--- src/rtl/full_st1_mem_seq.sv ---
// full_st1_mem_seq
// Sequencer for the stage-1 fully-connected memory bank (data 32b x 128, bias 32b x 8,
// tap 192b x 16). LOAD streams one input vector into data memory; RUN walks every output
// neuron issuing paired tap/data reads plus one bias read per neuron, and tags the
// returning words (1-cycle read latency) for the MAC datapath.
// Ports:
//   clk, reset (async, active-low)
//   start, cfg_nin/cfg_nout/cfg_ntap : stage control, cfg sampled on an accepted start
//   busy, done, cfg_err              : status (done is a 1-cycle pulse, cfg_err is sticky)
//   in_valid/in_ready/in_data        : input-vector stream
//   data_wr_*                        : data memory write port
//   data_rd_*, tap_rd_*, bias_rd_*   : bank read ports
//   mac_ready, mac_valid/first/last, mac_out_idx : MAC datapath handshake and beat tags
module full_st1_mem_seq #(
    parameter int unsigned DATA_AW = 7,
    parameter int unsigned BIAS_AW = 3,
    parameter int unsigned TAP_AW  = 4
) (
    input  logic               clk,
    input  logic               reset,
    input  logic               start,
    input  logic [DATA_AW:0]   cfg_nin,
    input  logic [BIAS_AW:0]   cfg_nout,
    input  logic [TAP_AW:0]    cfg_ntap,
    output logic               busy,
    output logic               done,
    output logic               cfg_err,
    input  logic               in_valid,
    output logic               in_ready,
    input  logic [31:0]        in_data,
    output logic               data_wr_en,
    output logic [DATA_AW-1:0] data_wr_addr,
    output logic [31:0]        data_wr_data,
    output logic               data_rd_en,
    output logic [DATA_AW-1:0] data_rd_addr,
    output logic               tap_rd_en,
    output logic [TAP_AW-1:0]  tap_rd_addr,
    output logic               bias_rd_en,
    output logic [BIAS_AW-1:0] bias_rd_addr,
    input  logic               mac_ready,
    output logic               mac_valid,
    output logic               mac_first,
    output logic               mac_last,
    output logic [BIAS_AW-1:0] mac_out_idx
);

    typedef enum logic [1:0] {StIdle, StLoad, StRun, StDone} state_e;

    state_e             state_q, state_d;
    logic [DATA_AW:0]   nin_q, nin_d;
    logic [BIAS_AW:0]   nout_q, nout_d;
    logic [TAP_AW:0]    ntap_q, ntap_d;
    logic [DATA_AW-1:0] wcnt_q, wcnt_d;
    logic [TAP_AW-1:0]  k_q, k_d;
    logic [BIAS_AW-1:0] o_q, o_d;
    logic [TAP_AW-1:0]  tap_base_q, tap_base_d;  // o * ntap, kept incrementally
    logic               issued_all_q, issued_all_d;
    logic               cfg_err_q, cfg_err_d;

    logic               wr_en_q, wr_en_d;
    logic [DATA_AW-1:0] wr_addr_q, wr_addr_d;
    logic [31:0]        wr_data_q, wr_data_d;
    logic               step_en_q, step_en_d;     // drives both tap and data read enables
    logic [DATA_AW-1:0] drd_addr_q, drd_addr_d;
    logic [TAP_AW-1:0]  trd_addr_q, trd_addr_d;
    logic               brd_en_q, brd_en_d;
    logic [BIAS_AW-1:0] brd_addr_q, brd_addr_d;
    logic               step_first_q, step_first_d;
    logic               step_last_q, step_last_d;
    logic [BIAS_AW-1:0] step_o_q, step_o_d;

    logic               mac_valid_q, mac_valid_d;
    logic               mac_first_q, mac_first_d;
    logic               mac_last_q, mac_last_d;
    logic [BIAS_AW-1:0] mac_idx_q, mac_idx_d;

    logic cfg_ok, last_wr, last_k, last_o, final_beat;

    always_comb begin
        cfg_ok = (32'(cfg_nin) >= 32'd1) && (32'(cfg_nin) <= (32'd1 << DATA_AW))
              && (32'(cfg_nout) >= 32'd1) && (32'(cfg_nout) <= (32'd1 << BIAS_AW))
              && (32'(cfg_ntap) >= 32'd1) && (32'(cfg_ntap) <= (32'd1 << TAP_AW))
              && (32'(cfg_ntap) <= 32'(cfg_nin))
              && (32'(cfg_nout) * 32'(cfg_ntap) <= (32'd1 << TAP_AW));
        last_wr    = (32'(wcnt_q) + 32'd1 == 32'(nin_q));
        last_k     = (32'(k_q) + 32'd1 == 32'(ntap_q));
        last_o     = (32'(o_q) + 32'd1 == 32'(nout_q));
        // The returning word of the very last step; DONE follows it by one cycle.
        final_beat = mac_valid_q && mac_last_q && (32'(mac_idx_q) + 32'd1 == 32'(nout_q));
    end

    always_comb begin
        state_d      = state_q;
        nin_d        = nin_q;
        nout_d       = nout_q;
        ntap_d       = ntap_q;
        wcnt_d       = wcnt_q;
        k_d          = k_q;
        o_d          = o_q;
        tap_base_d   = tap_base_q;
        issued_all_d = issued_all_q;
        cfg_err_d    = cfg_err_q;
        wr_en_d      = 1'b0;
        wr_addr_d    = '0;
        wr_data_d    = '0;
        step_en_d    = 1'b0;
        drd_addr_d   = '0;
        trd_addr_d   = '0;
        brd_en_d     = 1'b0;
        brd_addr_d   = '0;
        step_first_d = 1'b0;
        step_last_d  = 1'b0;
        step_o_d     = '0;

        // Read data returns one cycle after the read enables.
        mac_valid_d = step_en_q;
        mac_first_d = step_en_q & step_first_q;
        mac_last_d  = step_en_q & step_last_q;
        mac_idx_d   = step_en_q ? step_o_q : '0;

        unique case (state_q)
            StIdle: begin
                if (start) begin
                    if (cfg_ok) begin
                        nin_d        = cfg_nin;
                        nout_d       = cfg_nout;
                        ntap_d       = cfg_ntap;
                        wcnt_d       = '0;
                        k_d          = '0;
                        o_d          = '0;
                        tap_base_d   = '0;
                        issued_all_d = 1'b0;
                        cfg_err_d    = 1'b0;
                        state_d      = StLoad;
                    end else begin
                        cfg_err_d = 1'b1;
                    end
                end
            end
            StLoad: begin
                if (in_valid) begin
                    wr_en_d   = 1'b1;
                    wr_addr_d = wcnt_q;
                    wr_data_d = in_data;
                    if (last_wr) begin
                        state_d = StRun;
                    end else begin
                        wcnt_d = wcnt_q + 1'b1;
                    end
                end
            end
            StRun: begin
                if (!issued_all_q && mac_ready) begin
                    step_en_d    = 1'b1;
                    trd_addr_d   = tap_base_q + k_q;
                    drd_addr_d   = DATA_AW'(k_q);
                    brd_en_d     = (k_q == '0);
                    brd_addr_d   = (k_q == '0) ? o_q : '0;
                    step_first_d = (k_q == '0);
                    step_last_d  = last_k;
                    step_o_d     = o_q;
                    if (last_k) begin
                        k_d = '0;
                        if (last_o) begin
                            issued_all_d = 1'b1;
                        end else begin
                            o_d        = o_q + 1'b1;
                            tap_base_d = tap_base_q + TAP_AW'(ntap_q);
                        end
                    end else begin
                        k_d = k_q + 1'b1;
                    end
                end
                if (final_beat) begin
                    state_d = StDone;
                end
            end
            StDone: begin
                state_d = StIdle;
            end
            default: begin
                state_d = StIdle;
            end
        endcase
    end

    always_ff @(posedge clk or negedge reset) begin
        if (!reset) begin
            state_q      <= StIdle;
            nin_q        <= '0;
            nout_q       <= '0;
            ntap_q       <= '0;
            wcnt_q       <= '0;
            k_q          <= '0;
            o_q          <= '0;
            tap_base_q   <= '0;
            issued_all_q <= 1'b0;
            cfg_err_q    <= 1'b0;
            wr_en_q      <= 1'b0;
            wr_addr_q    <= '0;
            wr_data_q    <= '0;
            step_en_q    <= 1'b0;
            drd_addr_q   <= '0;
            trd_addr_q   <= '0;
            brd_en_q     <= 1'b0;
            brd_addr_q   <= '0;
            step_first_q <= 1'b0;
            step_last_q  <= 1'b0;
            step_o_q     <= '0;
            mac_valid_q  <= 1'b0;
            mac_first_q  <= 1'b0;
            mac_last_q   <= 1'b0;
            mac_idx_q    <= '0;
        end else begin
            state_q      <= state_d;
            nin_q        <= nin_d;
            nout_q       <= nout_d;
            ntap_q       <= ntap_d;
            wcnt_q       <= wcnt_d;
            k_q          <= k_d;
            o_q          <= o_d;
            tap_base_q   <= tap_base_d;
            issued_all_q <= issued_all_d;
            cfg_err_q    <= cfg_err_d;
            wr_en_q      <= wr_en_d;
            wr_addr_q    <= wr_addr_d;
            wr_data_q    <= wr_data_d;
            step_en_q    <= step_en_d;
            drd_addr_q   <= drd_addr_d;
            trd_addr_q   <= trd_addr_d;
            brd_en_q     <= brd_en_d;
            brd_addr_q   <= brd_addr_d;
            step_first_q <= step_first_d;
            step_last_q  <= step_last_d;
            step_o_q     <= step_o_d;
            mac_valid_q  <= mac_valid_d;
            mac_first_q  <= mac_first_d;
            mac_last_q   <= mac_last_d;
            mac_idx_q    <= mac_idx_d;
        end
    end

    assign busy         = (state_q == StLoad) || (state_q == StRun);
    assign done         = (state_q == StDone);
    assign in_ready     = (state_q == StLoad);
    assign cfg_err      = cfg_err_q;
    assign data_wr_en   = wr_en_q;
    assign data_wr_addr = wr_addr_q;
    assign data_wr_data = wr_data_q;
    assign data_rd_en   = step_en_q;
    assign data_rd_addr = drd_addr_q;
    assign tap_rd_en    = step_en_q;
    assign tap_rd_addr  = trd_addr_q;
    assign bias_rd_en   = brd_en_q;
    assign bias_rd_addr = brd_addr_q;
    assign mac_valid    = mac_valid_q;
    assign mac_first    = mac_first_q;
    assign mac_last     = mac_last_q;
    assign mac_out_idx  = mac_idx_q;

endmodule
--- config.mk ---
export PLATFORM = sky130hd
export DESIGN_NAME = full_st1_mem_seq
export DESIGN_NICKNAME = d
export VERILOG_FILES = /design/src/rtl/full_st1_mem_seq.sv
export SDC_FILE = /design/constraint.sdc
export NUM_CORES = 1
export LEC_CHECK = 0
export CORE_MARGIN = 8
export CORE_UTILIZATION = 35
export DETAILED_ROUTE_END_ITERATION = 16
export GPL_TIMING_DRIVEN = 1
export HOLD_SLACK_MARGIN = 0.15
export PLACE_DENSITY = 0.58
export SLEW_MARGIN = 40
export SYNTH_ARGS = -nofsm -noshare
export SYNTH_HDL_FRONTEND = slang
export SYNTH_SLANG_ARGS = --single-unit
export TNS_END_PERCENT = 5
--- constraint.sdc ---
create_clock -name clk -period 3.2 [get_ports clk]
set_clock_uncertainty 0.05 [all_clocks]
set_input_delay 0.96 -clock clk [delete_from_list [all_inputs] [get_ports clk]]
set_output_delay 0.96 -clock clk [all_outputs]
set_load 0.05 [all_outputs]
==> impl_metrics.env <==
export IMPL_post_synth_inst_count=502
export IMPL_route_detailed_vias_per_inst=4.99
export IMPL_cts_htree_levels=3
export IMPL_cts_inserted_buffers=9
export IMPL_grt_total_usage_pct=14.1
export IMPL_synth_yosys_warnings=0
export IMPL_yosys_register_bits=102
export IMPL_peakVddDrop_mv=0.363
export IMPL_worst_hold_path_type="register to register"
export IMPL_cts_sinks=102
export IMPL_drive_above_1_share_pct=18.4
export IMPL_synth_area_um2=5330
export IMPL_count_of_flip_flops_with_a_built_in_enable_after_synthesis=0
export IMPL_p_comb_share_pct=44.4
export IMPL_synth_most_common_cell="sky130_fd_sc_hd__dfrtp_1"
export IMPL_path_delay_family="simple AND/OR/NAND/NOR gates"
export IMPL_pwrdens_nw_per_um2=670
export IMPL_status="finished, violations left"
export IMPL_setup_repair_after_global_routing_missed_its_margin="true"
export IMPL_dr_total_vias=4270
export IMPL_die_area_um2=19400
export IMPL_p_leak_nw=3.64
export IMPL_list_of_cells_traversed_by_the_critical_path="buf_6, and2_4, fa_1, inv_1, fa_1, inv_2, ha_4, xor2_1, a21oi_1, or3_1, or4_4, o41a_1, or2_4, a211o_1"
export IMPL_hold_viol_final=0
export IMPL_postLayoutSetupSlackWorst_ps=-1330
export IMPL_root_buffer="sky130_fd_sc_hd__clkbuf_16"
export IMPL_ys_top_cells_by_area="sky130_fd_sc_hd__dfrtp_1, sky130_fd_sc_hd__ha_1, sky130_fd_sc_hd__and3_1, sky130_fd_sc_hd__mux2_2, sky130_fd_sc_hd__and2_1"
export IMPL_antennaDiodeCount=0
export IMPL_critical_path_max_stage_delay_ps=530
export IMPL_fin_crit_ps=4530
export IMPL_cts_hold_repair_buffers=0
export IMPL_maxSlewViolCount=0
export IMPL_drt_drc_violations_left=0
export IMPL_core_region_area_um2=15000
export IMPL_grt_first_pass_wirelength_mm=22.3
export IMPL_globalRoute_totalOverflow=0
export IMPL_violations="setup timing"
export IMPL_p_int_w=0.00307
export IMPL_netlist_cell_types=48
export IMPL_clk_insertion_delay_late_ps=340
export IMPL_clock_path_buffers=2
export IMPL_cpMaxStageDelayCell="sky130_fd_sc_hd__o41a_1"
export IMPL_first_global_vias=4295
export IMPL_drt_initial_drc_count=219
export IMPL_synth_largest_area_cell="sky130_fd_sc_hd__dfrtp_1"
export IMPL_number_of_port_buffers=117
export IMPL_syn_mean_instance_area_um2=10.6
export IMPL_clkSlewWorstSetupHoldPaths_ps=70
export IMPL_main_synth_ff_type="sky130_fd_sc_hd__dfrtp_1"
export IMPL_yosysTopAreaCellShare_pct=47.9
export IMPL_max_slew_margin_pct=53.1
export IMPL_antenna_violations_before_repair=0
export IMPL_critical_path_startpoint_type="input pin"
export IMPL_whs_ps=405
export IMPL_rd_place_congestion=0.883
export IMPL_final_net_count=759
export IMPL_fraction_of_the_cycle_the_final_worst_path_needs_pct=142
export IMPL_worstMarginPinSlew_ps=703
export IMPL_crit_top_cell="sky130_fd_sc_hd__fa_1"
export IMPL_num_rows=45
export IMPL_critical_path_required_ps=3380
export IMPL_die_width_um=139
export IMPL_fmax_mhz=221
export IMPL_power_switching_w=0.00197
export IMPL_tritoncts_clock_tree="built"
export IMPL_timing_final_setup_violations=39
export IMPL_start_util_pct=35.5
export IMPL_routed_wl_mm=13.8
export IMPL_cp_max_fo=7
export IMPL_power_switching_fraction_pct=39.1
export IMPL_synth_seq_area_share_pct=47.9
export IMPL_total_power_consumption_w=0.00504
export IMPL_power_frac_clock_pct=22.3
export IMPL_drtPass1Iterations=4
export IMPL_remaining_antenna_violation_count_after_routing=0
export IMPL_arrival_time_of_the_worst_setup_path_ps=4710
export IMPL_crit_buf_inv=3
export IMPL_power_sequential_fraction_pct=33.3
export IMPL_dp_final_hpwl_mm=10.6
export IMPL_maximum_number_of_pins_on_one_net_before_global_route_repair=89
export IMPL_floorplan_die_height_um=139
export IMPL_synthTopCellsByCount="sky130_fd_sc_hd__dfrtp_1, sky130_fd_sc_hd__and3_1, sky130_fd_sc_hd__ha_1"
export IMPL_maxcap_violations=0
export IMPL_boundaryPins=121
export IMPL_timing_setup_critical_path_class="input pin to register"
export IMPL_worstSetupEndpointType="register"
export IMPL_area_growth_syn_to_layout_pct=41.1
export IMPL_postSynth_asyncResetShare_pct=100
export IMPL_routedWlPerCell_um=16.1
export IMPL_ff2ff_setup_slack_ps=410
[worst register-to-register path, delay by kind of cell, from the launching register on]
family | cells | cell delay (ps)
compound gates | 4 | 1130
fa+ha+maj | 1 | 260
flops | 1 | 390
simple gates | 3 | 850
[flip-flops by register name, summed over array words and instances (netlist names), 2 cells and up]
signal and flops:
tap_rd_addr 4, data_wr_data 32, data_rd_addr 4, bias_rd_addr 3, wcnt_q 7, nin_q 8
data_wr_addr 7, step_o_q 3, o_q 3, state_q 2, k_q 4, mac_out_idx 3
tap_base_q 4, ntap_q 5, nout_q 4
[what timing repair did]
item / 4_1_cts / 5_1_grt
buffers inserted: 4 / 0
gates cloned: 1 / 0
setup endpoints to repair: 39 / 39
resized for setup: 58 / 11
endpoints found under the hold margin: 0 / 0
pin swaps: 32 / 7
[power by group through the flow]
stage | Sequential [W] | Combinational (W) | Clock, W
2_1_floorplan | 0.00195 | 0.00106 | 0
3_3_place_gp | 0.00170 | 0.00203 | 0
3_5_place_dp | 0.00170 | 0.00208 | 0
4_1_cts | 0.00168 | 0.00222 | 0.00116
5_1_grt | 0.00171 | 0.00241 | 0.00121
6_report | 0.00168 | 0.00224 | 0.00113
[kinds of logic (layout without fill, tap and decap cells)]
family                   after synthesis  count (layout)  share of synthesized area, %
AND/OR/NAND/NOR                      173             173                          18.6
multiplexers                          21              21                          4.36
buffers and inverters                 59             223                          4.50
other                                  1               3                        0.0703
adder cells (fa/ha/maj)               42              42                          11.0
flip-flops                           102             102                          47.9
XOR/XNOR                              30              30                          4.93
AO/OA/AOI/OAI                         74              74                          8.73
[area by class of cell]
class / instances / area, um^2
clock buffer: 12 / 256
clock inverter: 4 / 52.6
fill: 1313 / 7510
inverter: 32 / 120
multi-input combinational: 343 / 2660
sequential: 102 / 2550
tap: 188 / 235
timing repair buffer: 175 / 1650
[worst paths after layout]
kind	start	depth (start not counted)	endpoint
worst max-delay path	cfg_nout[3]	14	wcnt_q[3]$_DFFE_PN0P_
worst min-delay path	step_o_q[0]$_DFF_PN0_	1	mac_out_idx[0]$_DFF_PN0_
worst max register to register	k_q[0]$_DFFE_PN0P_	8	tap_base_q[3]$_DFFE_PN0P_
worst min register to register	step_o_q[0]$_DFF_PN0_	1	mac_out_idx[0]$_DFF_PN0_
max in group asynchronous	reset	2	o_q[0]$_DFFE_PN0P_
min in group asynchronous	reset	1	nin_q[6]$_DFFE_PN0P_
[per-stage QoR]
stage | utilization (%) | area, um^2 | cells | setup slack [ps] | TNS [ps]
final | 50.1 | 7520 | 856 | -1330 | -44810
after floorplan | - | 5380 | 504 | -1460 | -51790
after detailed placement | 47.0 | 7070 | 835 | -2190 | -79470
after global placement | 47.0 | 7070 | 835 | -2040 | -76100
after global routing | 50.1 | 7520 | 856 | -1420 | -48840
after CTS | 49.9 | 7490 | 856 | -1470 | -49580
[per-layer routing]
layer  up-vias  GRT usage [%]  wire length (um)
met1      2071           18.3              6560
li1       2063              -                 -
met4         0           4.85               245
met2       119           22.7              6290
met5         -              0                 0
met3        17           3.11               685
[cells in the final DEF, fill, tap and decap left out, types with 3 or more instances in the layout]
master and n:
sky130_fd_sc_hd__xor2_1 13, sky130_fd_sc_hd__buf_4 53, sky130_fd_sc_hd__buf_2 3, sky130_fd_sc_hd__and3_1 44
sky130_fd_sc_hd__o21ai_1 11, sky130_fd_sc_hd__nand2b_1 7, sky130_fd_sc_hd__nor2b_1 6, sky130_fd_sc_hd__xnor2_1 17
sky130_fd_sc_hd__and2_4 3, sky130_fd_sc_hd__dfrtp_1 102, sky130_fd_sc_hd__mux2i_1 3, sky130_fd_sc_hd__clkdlybuf4s50_1 107
sky130_fd_sc_hd__buf_6 8, sky130_fd_sc_hd__nand3_1 12, sky130_fd_sc_hd__a211o_1 3, sky130_fd_sc_hd__inv_1 30
sky130_fd_sc_hd__and2_1 25, sky130_fd_sc_hd__ha_1 32, sky130_fd_sc_hd__o21ai_0 16, sky130_fd_sc_hd__mux2_2 18
sky130_fd_sc_hd__o211ai_1 4, sky130_fd_sc_hd__a21oi_1 16, sky130_fd_sc_hd__nand3b_1 9, sky130_fd_sc_hd__a211oi_1 3
sky130_fd_sc_hd__clkbuf_16 9, sky130_fd_sc_hd__o31ai_1 3, sky130_fd_sc_hd__nor2_1 18, sky130_fd_sc_hd__conb_1 3
sky130_fd_sc_hd__fa_1 7, sky130_fd_sc_hd__nor3_1 5, sky130_fd_sc_hd__nand2_1 20, sky130_fd_sc_hd__nand4_1 6
sky130_fd_sc_hd__buf_12 3
Power figures use the tool's default switching activity.
